File: config.mk
export PLATFORM = sky130hd
export DESIGN_NAME = palindrome_serializer
export DESIGN_NICKNAME = d
export VERILOG_FILES = /design/src/rtl/palindrome_serializer.sv
export SDC_FILE = /design/constraint.sdc
export NUM_CORES = 1
export LEC_CHECK = 0
export CORE_MARGIN = 2
export CORE_UTILIZATION = 40
export DETAILED_ROUTE_END_ITERATION = 7
export PLACE_DENSITY = 0.69
export SLEW_MARGIN = 10
export SYNTH_ARGS = -nofsm -noshare
export SYNTH_HDL_FRONTEND = slang
export SYNTH_SLANG_ARGS = --single-unit
File: constraint.sdc
create_clock -name clk -period 1.61 [get_ports clk]
set_clock_uncertainty 0.05 [all_clocks]
set_input_delay 0.322 -clock clk [delete_from_list [all_inputs] [get_ports clk]]
set_output_delay 0.322 -clock clk [all_outputs]
set_load 0.01 [all_outputs]
File: src/rtl/palindrome_serializer.sv
// Bit-serial palindrome generator: takes a half-word seed and streams the mirrored word MSB-first.
// Optional completed-word counter output enabled by PALINDROME_SERIALIZER_WORD_CNT_EN.
module palindrome_serializer #(
  parameter int HALF_W = 4
) (
  input  logic              clk,
  input  logic              rst_n,
  input  logic              in_valid,
  output logic              in_ready,
  input  logic [HALF_W-1:0] in_half,
  input  logic              in_odd,
  output logic              out_valid,
  input  logic              out_ready,
  output logic              out_bit,
  output logic              out_last
`ifdef PALINDROME_SERIALIZER_WORD_CNT_EN
  ,
  output logic [15:0]       word_cnt
`endif
);

  localparam int                IDX_W      = (HALF_W > 1) ? $clog2(HALF_W) : 1;
  localparam int                HALF_EXT_W = 1 << IDX_W;
  localparam logic [IDX_W-1:0]  IDX_MAX    = IDX_W'(HALF_W - 1);
  localparam bit                SINGLE     = (HALF_W == 1);

  typedef enum logic [1:0] {
    IDLE,
    FWD,
    REV
  } state_t;

  state_t                r_state;
  state_t                w_state_nxt;
  logic [IDX_W-1:0]      r_idx;
  logic [IDX_W-1:0]      w_idx_nxt;
  logic [HALF_W-1:0]     r_half;
  logic                  r_odd;
  logic [HALF_EXT_W-1:0] w_half_ext;
  logic                  w_accept;
  logic                  w_beat;

  assign in_ready  = (r_state == IDLE);
  assign out_valid = (r_state != IDLE);
  assign w_accept  = in_valid && in_ready;
  assign w_beat    = out_valid && out_ready;

  // Zero-extend the seed so the index can address every value it can hold.
  assign w_half_ext = HALF_EXT_W'(r_half);
  assign out_bit    = out_valid ? w_half_ext[r_idx] : 1'b0;
  assign out_last   = ((r_state == REV) && (r_idx == IDX_MAX)) ||
                      ((r_state == FWD) && (r_idx == '0) && r_odd && SINGLE);

  always_comb begin
    // NOTE: every variable gets its default first so no path leaves it unassigned (no latch).
    w_state_nxt = r_state;
    w_idx_nxt   = r_idx;
    unique case (r_state)
      IDLE: begin
        if (w_accept) begin
          w_idx_nxt   = IDX_MAX;
          w_state_nxt = FWD;
        end
      end
      FWD: begin
        if (w_beat) begin
          if (r_idx != '0) begin
            w_idx_nxt = r_idx - 1'b1;
          end else if (r_odd && SINGLE) begin
            w_state_nxt = IDLE;
          end else if (r_odd) begin
            // Odd words skip the centre bit on the way back.
            w_idx_nxt   = IDX_W'(1);
            w_state_nxt = REV;
          end else begin
            w_idx_nxt   = '0;
            w_state_nxt = REV;
          end
        end
      end
      REV: begin
        if (w_beat) begin
          if (r_idx == IDX_MAX) begin
            w_state_nxt = IDLE;
          end else begin
            w_idx_nxt = r_idx + 1'b1;
          end
        end
      end
      default: begin
        w_state_nxt = IDLE;
      end
    endcase
  end

  // NOTE: sequential state uses non-blocking assignments so all registers update from pre-edge values.
  always_ff @(posedge clk or negedge rst_n) begin
    if (!rst_n) begin
      r_state <= IDLE;
      r_idx   <= '0;
    end else begin
      r_state <= w_state_nxt;
      r_idx   <= w_idx_nxt;
    end
  end

  // NOTE: the seed is data, but it is cleared on reset so out_bit is defined from the first cycle.
  always_ff @(posedge clk or negedge rst_n) begin
    if (!rst_n) begin
      r_half <= '0;
      r_odd  <= 1'b0;
    end else if (w_accept) begin
      r_half <= in_half;
      r_odd  <= in_odd;
    end
  end

`ifdef PALINDROME_SERIALIZER_WORD_CNT_EN
  logic [15:0] r_word_cnt;

  always_ff @(posedge clk or negedge rst_n) begin
    if (!rst_n) begin
      r_word_cnt <= '0;
    end else if (w_beat && out_last) begin
      r_word_cnt <= r_word_cnt + 16'd1;
    end
  end

  assign word_cnt = r_word_cnt;
`endif

endmodule
==> reports/metrics.csv, run 1 <==
metric,value,unit
status,finished with violations,
violations,negative setup slack,
setup_tns,-0.635,ns
io_buffers,12,
grt_pass1_vias,374,
synth_cells,46,
dp_slack,-0.234,ns
synth_cell_types,18,
p_per_area,2180,mW/mm2
yosys.area.top_type,dfrtp_1,
slew_headroom,72.3,%
clock_path_buffers,2,
fin_area,888,um2
first_pass_iters,2,
path_max_fanout,4,
clkTransAtPathRegs,0.06,ns
maxSlewViolCount,0,
p_comb_share,69.0,%
intPower,1.23,mW
ys_seq_area_share,40.5,%
vias,446,
n_antenna_cell,0,
drive_gt1_share,54.7,%
setup_violations,6,
synth_area,556,um2
tritoncts.num_buffers,3,
muxShareOfSynthArea,22.5,%
critPathBufInv,2,
grt_max_degree,10,
syn_area_per_cell,12.1,um2
yosys-top-cells-area,"dfrtp_1, ha_1, mux2_2, inv_1, mux4_2",
clock_latency,0.27,ns
dp_cells,84,
synth_enable_flop_cells,0,
ios,13,
cts_tree,yes,
die_y,41.3,um
hold-worst-slack,0.301,ns
switching_power,0.706,mW
cts_sinks,9,
htree_levels,1,
grt_usage,16.3,%
hold_viol_final,0,
synthFlopType,dfrtp_1,
viasPerCell,4.96,
die_area,0.00170,mm2
seq_power_share,22.0,%
cp.required,1.70,ns
synth-xor-area-share,0,%
hp-class,in -> async,
synth.net_count,62,
end_kind,register,
start_util,42.7,%
async_reset_ff_share,100,%
power.share.clock,9.0,%
cpPeakStageDelay,0.39,ns
startpoint_type,register,
r2r-start,r_idx[0],
core,0.00130,mm2
grt_pass1_wl,1600,um
reg2reg_depth,6,
path_depth,6,
synthSimpleGateAreaFrac,7.43,%
sw_frac_of_total,36.5,%
synthAdderAreaFrac,15.8,%
yosysWarningCount,0,
remaining_drc_errors,0,
period_minus_slack,1.77,ns
reg2reg_to,r_idx[0],
overflow,0,
ys_ff_latch,9,
rsz0062_at_grt,true,
std_cell_rows,13,
ir_worst_vdd,1.29,mV
cap_violations,0,
antenna_found_initial,0,
rrSetupSlack,-0.16,ns
critPathKind,reg -> reg,
die_w,41.3,um
total_power,1.93,mW
gp_congestion,0.741,
cp_data_arrival_time,1.86,ns
worst_pin_slew,0.414,ns
fin_cells,90,
critical_path.cell_chain,"buf_4, buf_6, ha_4, and2_4, or3_4, mux2_4",
setup_slack,-0.160,ns
synth_top_area_share,40.5,%
finish.utilization,68.3,%
synth_top_family_by_area,multiplexers,
ant_nets,0,
final_nets,92,
fmax,565,MHz
area_growth,59.9,%
root_buffer,clkbuf_4,
place_area,797,um2
dp_hpwl,926,um
wl_per_cell,13.7,um
period_share,110,%
drtIter0Drc,4,
critPathSlowestCell,dfrtp_1,
nFillCells,110,
wl,1230,um
crit_family,simple AND/OR/NAND/NOR gates,
synth-compound-area-share,8.33,%
p_leak,0.413,nW
## final cells by class
class	count	area, um2	share of cell area, %
Multi-Input combinational cell	29	378	42.5
Sequential cell	9	225	25.4
Timing Repair Buffer	25	210	23.7
Inverter	8	30.0	3.38
Clock buffer	4	26.3	2.96
Tap cell	15	18.8	2.11
## metal layers
layer / part of all wire [%] / wire [um] / track usage (%)
met1: 40 / 487 / 18.4
met2: 54 / 670 / 25.8
met3: 4.2 / 52 / 9.78
met4: 1.9 / 23 / 4.84
met5: 0 / 0 / 0
## worst max-delay path by stage
stage,start,to
final,r_idx[0],r_idx[0]
after CTS,r_idx[0],out_bit
after detailed placement,in_valid,r_idx[0]
after global placement,in_valid,r_idx[0]
after floorplan,r_state[0],r_idx[0]
after global routing,r_idx[0],r_idx[0]
## logic make-up after synthesis
group,count (synthesis)
AO/OA/AOI/OAI,5
adder cells (fa/ha/maj),7
buffers and inverters,8
flip-flops,9
multiplexers,10
AND/OR/NAND/NOR,7
## layout by cell type (no fill, tap or decap)
master	n
buf_6	2
clkbuf_2	1
ha_4	4
a221oi_1	1
nand2_1	2
clkdlybuf4s50_1	8
ha_1	2
mux4_2	1
a221o_1	1
and2_4	1
a22oi_2	1
buf_2	2
mux2i_1	2
nor2_2	1
nand2b_1	1
inv_1	4
ha_2	1
dfrtp_1	9
clkdlybuf4s15_1	1
a221oi_4	1
clkbuf_1	1
o21ai_0	1
and2_1	1
buf_4	11
mux2_2	5
inv_2	4
or3_4	1
clkbuf_4	3
mux2_4	2
## worst reg2reg max path, delay by kind of cell, from the launching register on
kind | cells | cell delay (ns)
fa+ha+maj | 1 | 0.15
mux | 1 | 0.31
simple gates | 2 | 0.50
buf+inv | 2 | 0.26
flops | 1 | 0.39
## power groups by stage
stage	sequential, mW	combinational (mW)	clock, mW
floorplan	0.416	0.692	0
global placement	0.422	1.16	0
detailed placement	0.427	1.17	0
CTS	0.423	1.29	0.176
global route	0.437	1.43	0.197
finish	0.425	1.33	0.175
## synth_stat cells, types with 2 or more instances
cell type / instances
and2_1: 2
dfrtp_1: 9
nand2_1: 2
mux2_2: 6
mux2i_1: 2
inv_1: 7
ha_1: 7
## sequential cells by signal (all words and copies together) (netlist names)
name and flops:
r_odd 1, r_half 4, r_idx 2, r_state 2
## timing repair
action,CTS,global route
hold buffers,0,0
resized for setup,21,4
endpoints found under the hold margin,0,0
setup endpoints to repair,7,8
pin swaps,3,2
buffers inserted,1,1
No activity file was read; power rests on OpenSTA's default activity.
==> inputs of run 2 (changes only) <==
--- a/config.mk
+++ b/config.mk
@@ -9,6 +9,7 @@
 export CORE_UTILIZATION = 40
 export DETAILED_ROUTE_END_ITERATION = 7
 export PLACE_DENSITY = 0.69
+export SETUP_SLACK_MARGIN = 0.1
 export SLEW_MARGIN = 10
 export SYNTH_ARGS = -nofsm -noshare
 export SYNTH_HDL_FRONTEND = slang
==> reports/metrics.csv, run 2 (synthesis gave the netlist of run 1 again) <==
metric,value,unit,change
cpPeakStageDelay,0.49,ns,was 0.39 ns
core,0.00130,mm2,unchanged
die_area,0.00170,mm2,unchanged
cap_violations,0,,unchanged
cts_sinks,9,,unchanged
critical_path.cell_chain,"mux4_2, and2_1, buf_2",,"was buf_4, buf_6, ha_4, and2_4, or3_4, mux2_4"
cp.required,1.24,ns,was 1.70 ns
overflow,0,,unchanged
gp_congestion,0.718,,was 0.741
fmax,568,MHz,was 565 MHz
cp_data_arrival_time,1.39,ns,was 1.86 ns
reg.largest.list,"r_half (4), r_idx (2), r_state (2)",,unchanged
final_nets,89,,was 92
most-common-layout-cells,"buf_4, dfrtp_1, clkdlybuf4s50_1",,unchanged
period_minus_slack,1.76,ns,was 1.77 ns
status,finished with violations,,unchanged
switching_power,0.608,mW,was 0.706 mW
rsz0062_at_grt,true,,unchanged
root_buffer,clkbuf_4,,unchanged
htree_levels,1,,unchanged
maxSlewViolCount,0,,unchanged
end_kind,primary output,,was register
path_max_fanout,2,,was 4
fin_cells,87,,was 90
period_share,109,%,was 110%
dp_hpwl,930,um,was 926 um
intPower,1.10,mW,was 1.23 mW
p_comb_share,65.4,%,was 69.0%
hold-worst-slack,0.318,ns,was 0.301 ns
dp_cells,83,,was 84
antenna_found_initial,0,,unchanged
ant_nets,0,,unchanged
io_buffers,12,,unchanged
largest_reg_flops,4,,unchanged
grt_pass1_wl,1750,um,was 1600 um
wl,1120,um,was 1230 um
grt_usage,16.9,%,was 16.3%
dp_slack,-0.234,ns,about the same
remaining_drc_errors,0,,unchanged
start_util,42.7,%,unchanged
place_area,792,um2,was 797 um2
ir_worst_vdd,1.11,mV,was 1.29 mV
critPathKind,reg -> out,,was reg -> reg
startpoint_type,register,,unchanged
nFillCells,120,,was 110
std_cell_rows,13,,unchanged
drive_gt1_share,48.6,%,was 54.7%
wl_per_cell,12.9,um,was 13.7 um
power.share.clock,10.0,%,was 9.0%
hold_viol_final,0,,unchanged
cts_hold_buffers,0,,unchanged
grt_max_degree,10,,unchanged
sw_frac_of_total,35.5,%,was 36.5%
setup_tns,-0.404,ns,was -0.635 ns
slew_headroom,71.5,%,was 72.3%
ios,13,,unchanged
clock_latency,0.26,ns,was 0.27 ns
die_y,41.3,um,unchanged
grt_pass1_vias,423,,was 374
clock_path_buffers,2,,unchanged
tritoncts.num_buffers,3,,unchanged
setup_violations,6,,unchanged
layout_commonest_cell,buf_4,,unchanged
worst_pin_slew,0.426,ns,was 0.414 ns
hp-class,in -> async,,unchanged
first_pass_iters,2,,unchanged
cts_tree,yes,,unchanged
p_per_area,2130,mW/mm2,was 2180 mW/mm2
setup_slack,-0.150,ns,was -0.160 ns
vias,416,,was 446
p_leak,0.390,nW,was 0.413 nW
seq_power_share,24.5,%,was 22.0%
viasPerCell,4.78,,was 4.96
die_w,41.3,um,unchanged
largest-register,r_half,,unchanged
n_antenna_cell,0,,unchanged
drtIter0Drc,4,,unchanged
violations,negative setup slack,,unchanged
critPathSlowestCell,mux4_2,,was dfrtp_1
fin_area,805,um2,was 888 um2
area_growth,44.8,%,was 59.9%
clkTransAtPathRegs,0.06,ns,about the same
## run 2: changes by cell type in the layout (fill, tap and decap cells not counted), sizes merged
cell,delta
buf,-1
clkdlybuf4s15,-1
clkbuf,-1
## run 2: repair_timing
action                                  4_1_cts  5_1_grt
endpoints found under the setup margin        8        7
buffers inserted                              0        0
gates resized for setup                      18        0
pin swaps                                     2        0
## run 2: critical path: cells and delay by family (launching register included)
kind | cells | cell delay [ns]
AND/OR/NAND/NOR | 1 | 0.14
multiplexers | 1 | 0.49
flip-flops | 1 | 0.37
buffers and inverters | 1 | 0.13
## run 2: metrics by stage
stage	util, %	power, mW
floorplan	-	1.12
global placement	60.9	1.57
detailed placement	60.9	1.59
CTS	61.8	1.74
global route	61.8	1.85
finish	61.8	1.71
## run 2: power by group through the flow
stage	Clock [mW]	Sequential [mW]	Combinational [mW]
6_report	0.172	0.420	1.12
5_1_grt	0.191	0.433	1.23
4_1_cts	0.180	0.421	1.13
3_5_place_dp	0	0.425	1.17
3_3_place_gp	0	0.421	1.15
2_1_floorplan	0	0.416	0.703
## run 2: path summary, 6_finish.rpt
kind | cells past startpoint | to | startpoint | slack (ns)
max in group asynchronous | 1 | r_half[1] | rst_n | 0.90
min in group clk | 1 | r_half[3] | r_half[3] | 0.46
setup / recovery | 3 | out_bit | r_idx[0] | -0.15
hold reg to reg | 1 | r_half[3] | r_half[3] | 0.46
hold / removal | 1 | r_idx[0] | rst_n | 0.32
setup reg to reg | 6 | r_idx[0] | r_state[0] | -0.13
## run 2: area by class of cell
class,count,area (um2),area share (%)
multi-input combinational,29,327,40.6
timing repair buffer,22,175,21.8
tap,15,18.8,2.33
clock buffer,4,26.3,3.27
inverter,8,32.5,4.04
sequential,9,225,28.0
## run 2: per-layer routing
layer | part of all wire [%] | GRT usage [%] | wire (um)
met5 | 0 | 0 | 0
met4 | 0 | 2.42 | 0
met3 | 4.2 | 9.78 | 47
met2 | 52 | 28.9 | 587
met1 | 43 | 18.3 | 486
==> inputs of run 3 (changes only) <==
--- a/config.mk
+++ b/config.mk
@@ -8,6 +8,7 @@
 export CORE_MARGIN = 2
 export CORE_UTILIZATION = 40
 export DETAILED_ROUTE_END_ITERATION = 7
+export MAX_ROUTING_LAYER = met4
 export PLACE_DENSITY = 0.69
 export SETUP_SLACK_MARGIN = 0.1
 export SLEW_MARGIN = 10
==> reports/metrics.csv, run 3 (synthesis gave the netlist of run 1 again) <==
metric,value,unit,change
status,finished with violations,,unchanged
violations,negative setup slack,,unchanged
drive_gt1_share,48.6,%,unchanged
hp-class,in -> async,,unchanged
std_cell_rows,13,,unchanged
slew_headroom,71.5,%,about the same
worst_pin_slew,0.426,ns,about the same
ir_worst_vdd,1.11,mV,about the same
dp_cells,83,,unchanged
grt_pass1_vias,424,,was 423
wl_per_cell,12.9,um,about the same
cts_tree,yes,,unchanged
cts_hold_buffers,0,,unchanged
gp_congestion,0.726,,was 0.718
io_buffers,12,,unchanged
fin_cells,87,,unchanged
area_growth,44.8,%,unchanged
core,0.00130,mm2,unchanged
htree_levels,1,,unchanged
die_area,0.00170,mm2,unchanged
p_per_area,2120,mW/mm2,was 2130 mW/mm2
cpPeakStageDelay,0.49,ns,about the same
cts_setup_buffers,0,,unchanged
total_power,1.71,mW,about the same
layout_commonest_cell,buf_4,,unchanged
die_w,41.3,um,unchanged
p_leak,0.390,nW,unchanged
most-common-layout-cells,"buf_4, dfrtp_1, clkdlybuf4s50_1",,unchanged
remaining_drc_errors,0,,unchanged
largest-register,r_half,,unchanged
largest_reg_flops,4,,unchanged
first_pass_iters,2,,unchanged
critical_path.cell_chain,"mux4_2, and2_1, buf_2",,unchanged
cts_sinks,9,,unchanged
tritoncts.num_buffers,3,,unchanged
cap_violations,0,,unchanged
setup_slack,-0.149,ns,was -0.150 ns
n_antenna_cell,0,,unchanged
viasPerCell,4.79,,was 4.78
grt_pass1_wl,1750,um,unchanged
antenna_found_initial,0,,unchanged
clock_path_buffers,2,,unchanged
dp_hpwl,930,um,unchanged
grt_usage,17.4,%,was 16.9%
setup_violations,6,,unchanged
cp_data_arrival_time,1.39,ns,about the same
overflow,0,,unchanged
final_nets,89,,unchanged
grt_max_degree,10,,unchanged
fmax,568,MHz,about the same
hold_viol_final,0,,unchanged
maxSlewViolCount,0,,unchanged
vias,417,,was 416
startpoint_type,register,,unchanged
end_kind,primary output,,unchanged
drtIter0Drc,4,,unchanged
wl,1120,um,about the same
critPathSlowestCell,mux4_2,,unchanged
ios,13,,unchanged
reg.largest.list,"r_half (4), r_idx (2), r_state (2)",,unchanged
ant_nets,0,,unchanged
clock_latency,0.26,ns,about the same
start_util,42.7,%,unchanged
path_max_fanout,2,,unchanged
period_minus_slack,1.76,ns,about the same
die_y,41.3,um,unchanged
root_buffer,clkbuf_4,,unchanged
finish.utilization,61.8,%,unchanged
clkTransAtPathRegs,0.06,ns,about the same
critPathKind,reg -> out,,unchanged
rsz0062_at_grt,true,,unchanged
cp.required,1.24,ns,about the same
period_share,109,%,about the same
==> run 3: cell counts in the layout (fill, tap and decap cells not counted) <==
No cell type changed its count.
==> run 3: repair_timing <==
item                       4_1_cts  5_1_grt
resized for setup               18        0
setup endpoints to repair        8        7
pin swaps                        2        0
==> run 3: worst paths after layout <==
| kind | start | to | slack (ns) | depth (start not counted) |
|---|---|---|---|---|
| max in group asynchronous | rst_n | r_half[1] | 0.90 | 1 |
| worst max register to register | r_state[0] | r_idx[0] | -0.12 | 6 |
| worst max-delay path | r_idx[0] | out_bit | -0.15 | 3 |
| worst min register to register | r_half[2] | r_half[2] | 0.46 | 1 |
| worst min-delay path | rst_n | r_idx[0] | 0.32 | 1 |
| min in group clk | r_half[2] | r_half[2] | 0.46 | 1 |
==> run 3: metrics by stage <==
stage,TNS [ns],hold WS (ns),setup slack (ns),cell area (um2)
floorplan,-0.0289,-0.0236,-0.0289,578
global placement,-0.900,0.436,-0.222,792
detailed placement,-0.949,0.443,-0.234,792
CTS,-0.490,0.325,-0.163,805
global route,-0.922,0.342,-0.203,805
finish,-0.400,0.319,-0.149,805
==> run 3: layout make-up <==
cell class,instances,area [um2]
inverter,8,32.5
fill,120,497
tap,15,18.8
sequential,9,225
multi-input combinational,29,327
clock buffer,4,26.3
timing repair buffer,22,175
==> run 3: worst max-delay path, delay by kind of cell, from the launching register on <==
| family | cells | cell delay, ns |
|---|---|---|
| multiplexers | 1 | 0.49 |
| flip-flops | 1 | 0.37 |
| buffers and inverters | 1 | 0.13 |
| AND/OR/NAND/NOR | 1 | 0.14 |
==> run 3: layer usage <==
layer | GRT usage [%] | vias up | share of wire, %
li1 | - | 208 | -
met1 | 18.3 | 201 | 43
met2 | 28.9 | 8 | 53
met3 | 9.78 | 0 | 4.2
met4 | 2.42 | 0 | 0
met5 | - | - | 0
==> run 3: report_power, final <==
group          internal (mW)  leakage, nW  switching [mW]
Clock                 0.0953       0.0150          0.0760
Sequential             0.346        0.106          0.0729
Combinational          0.662        0.269           0.457
Total                   1.10        0.390           0.606
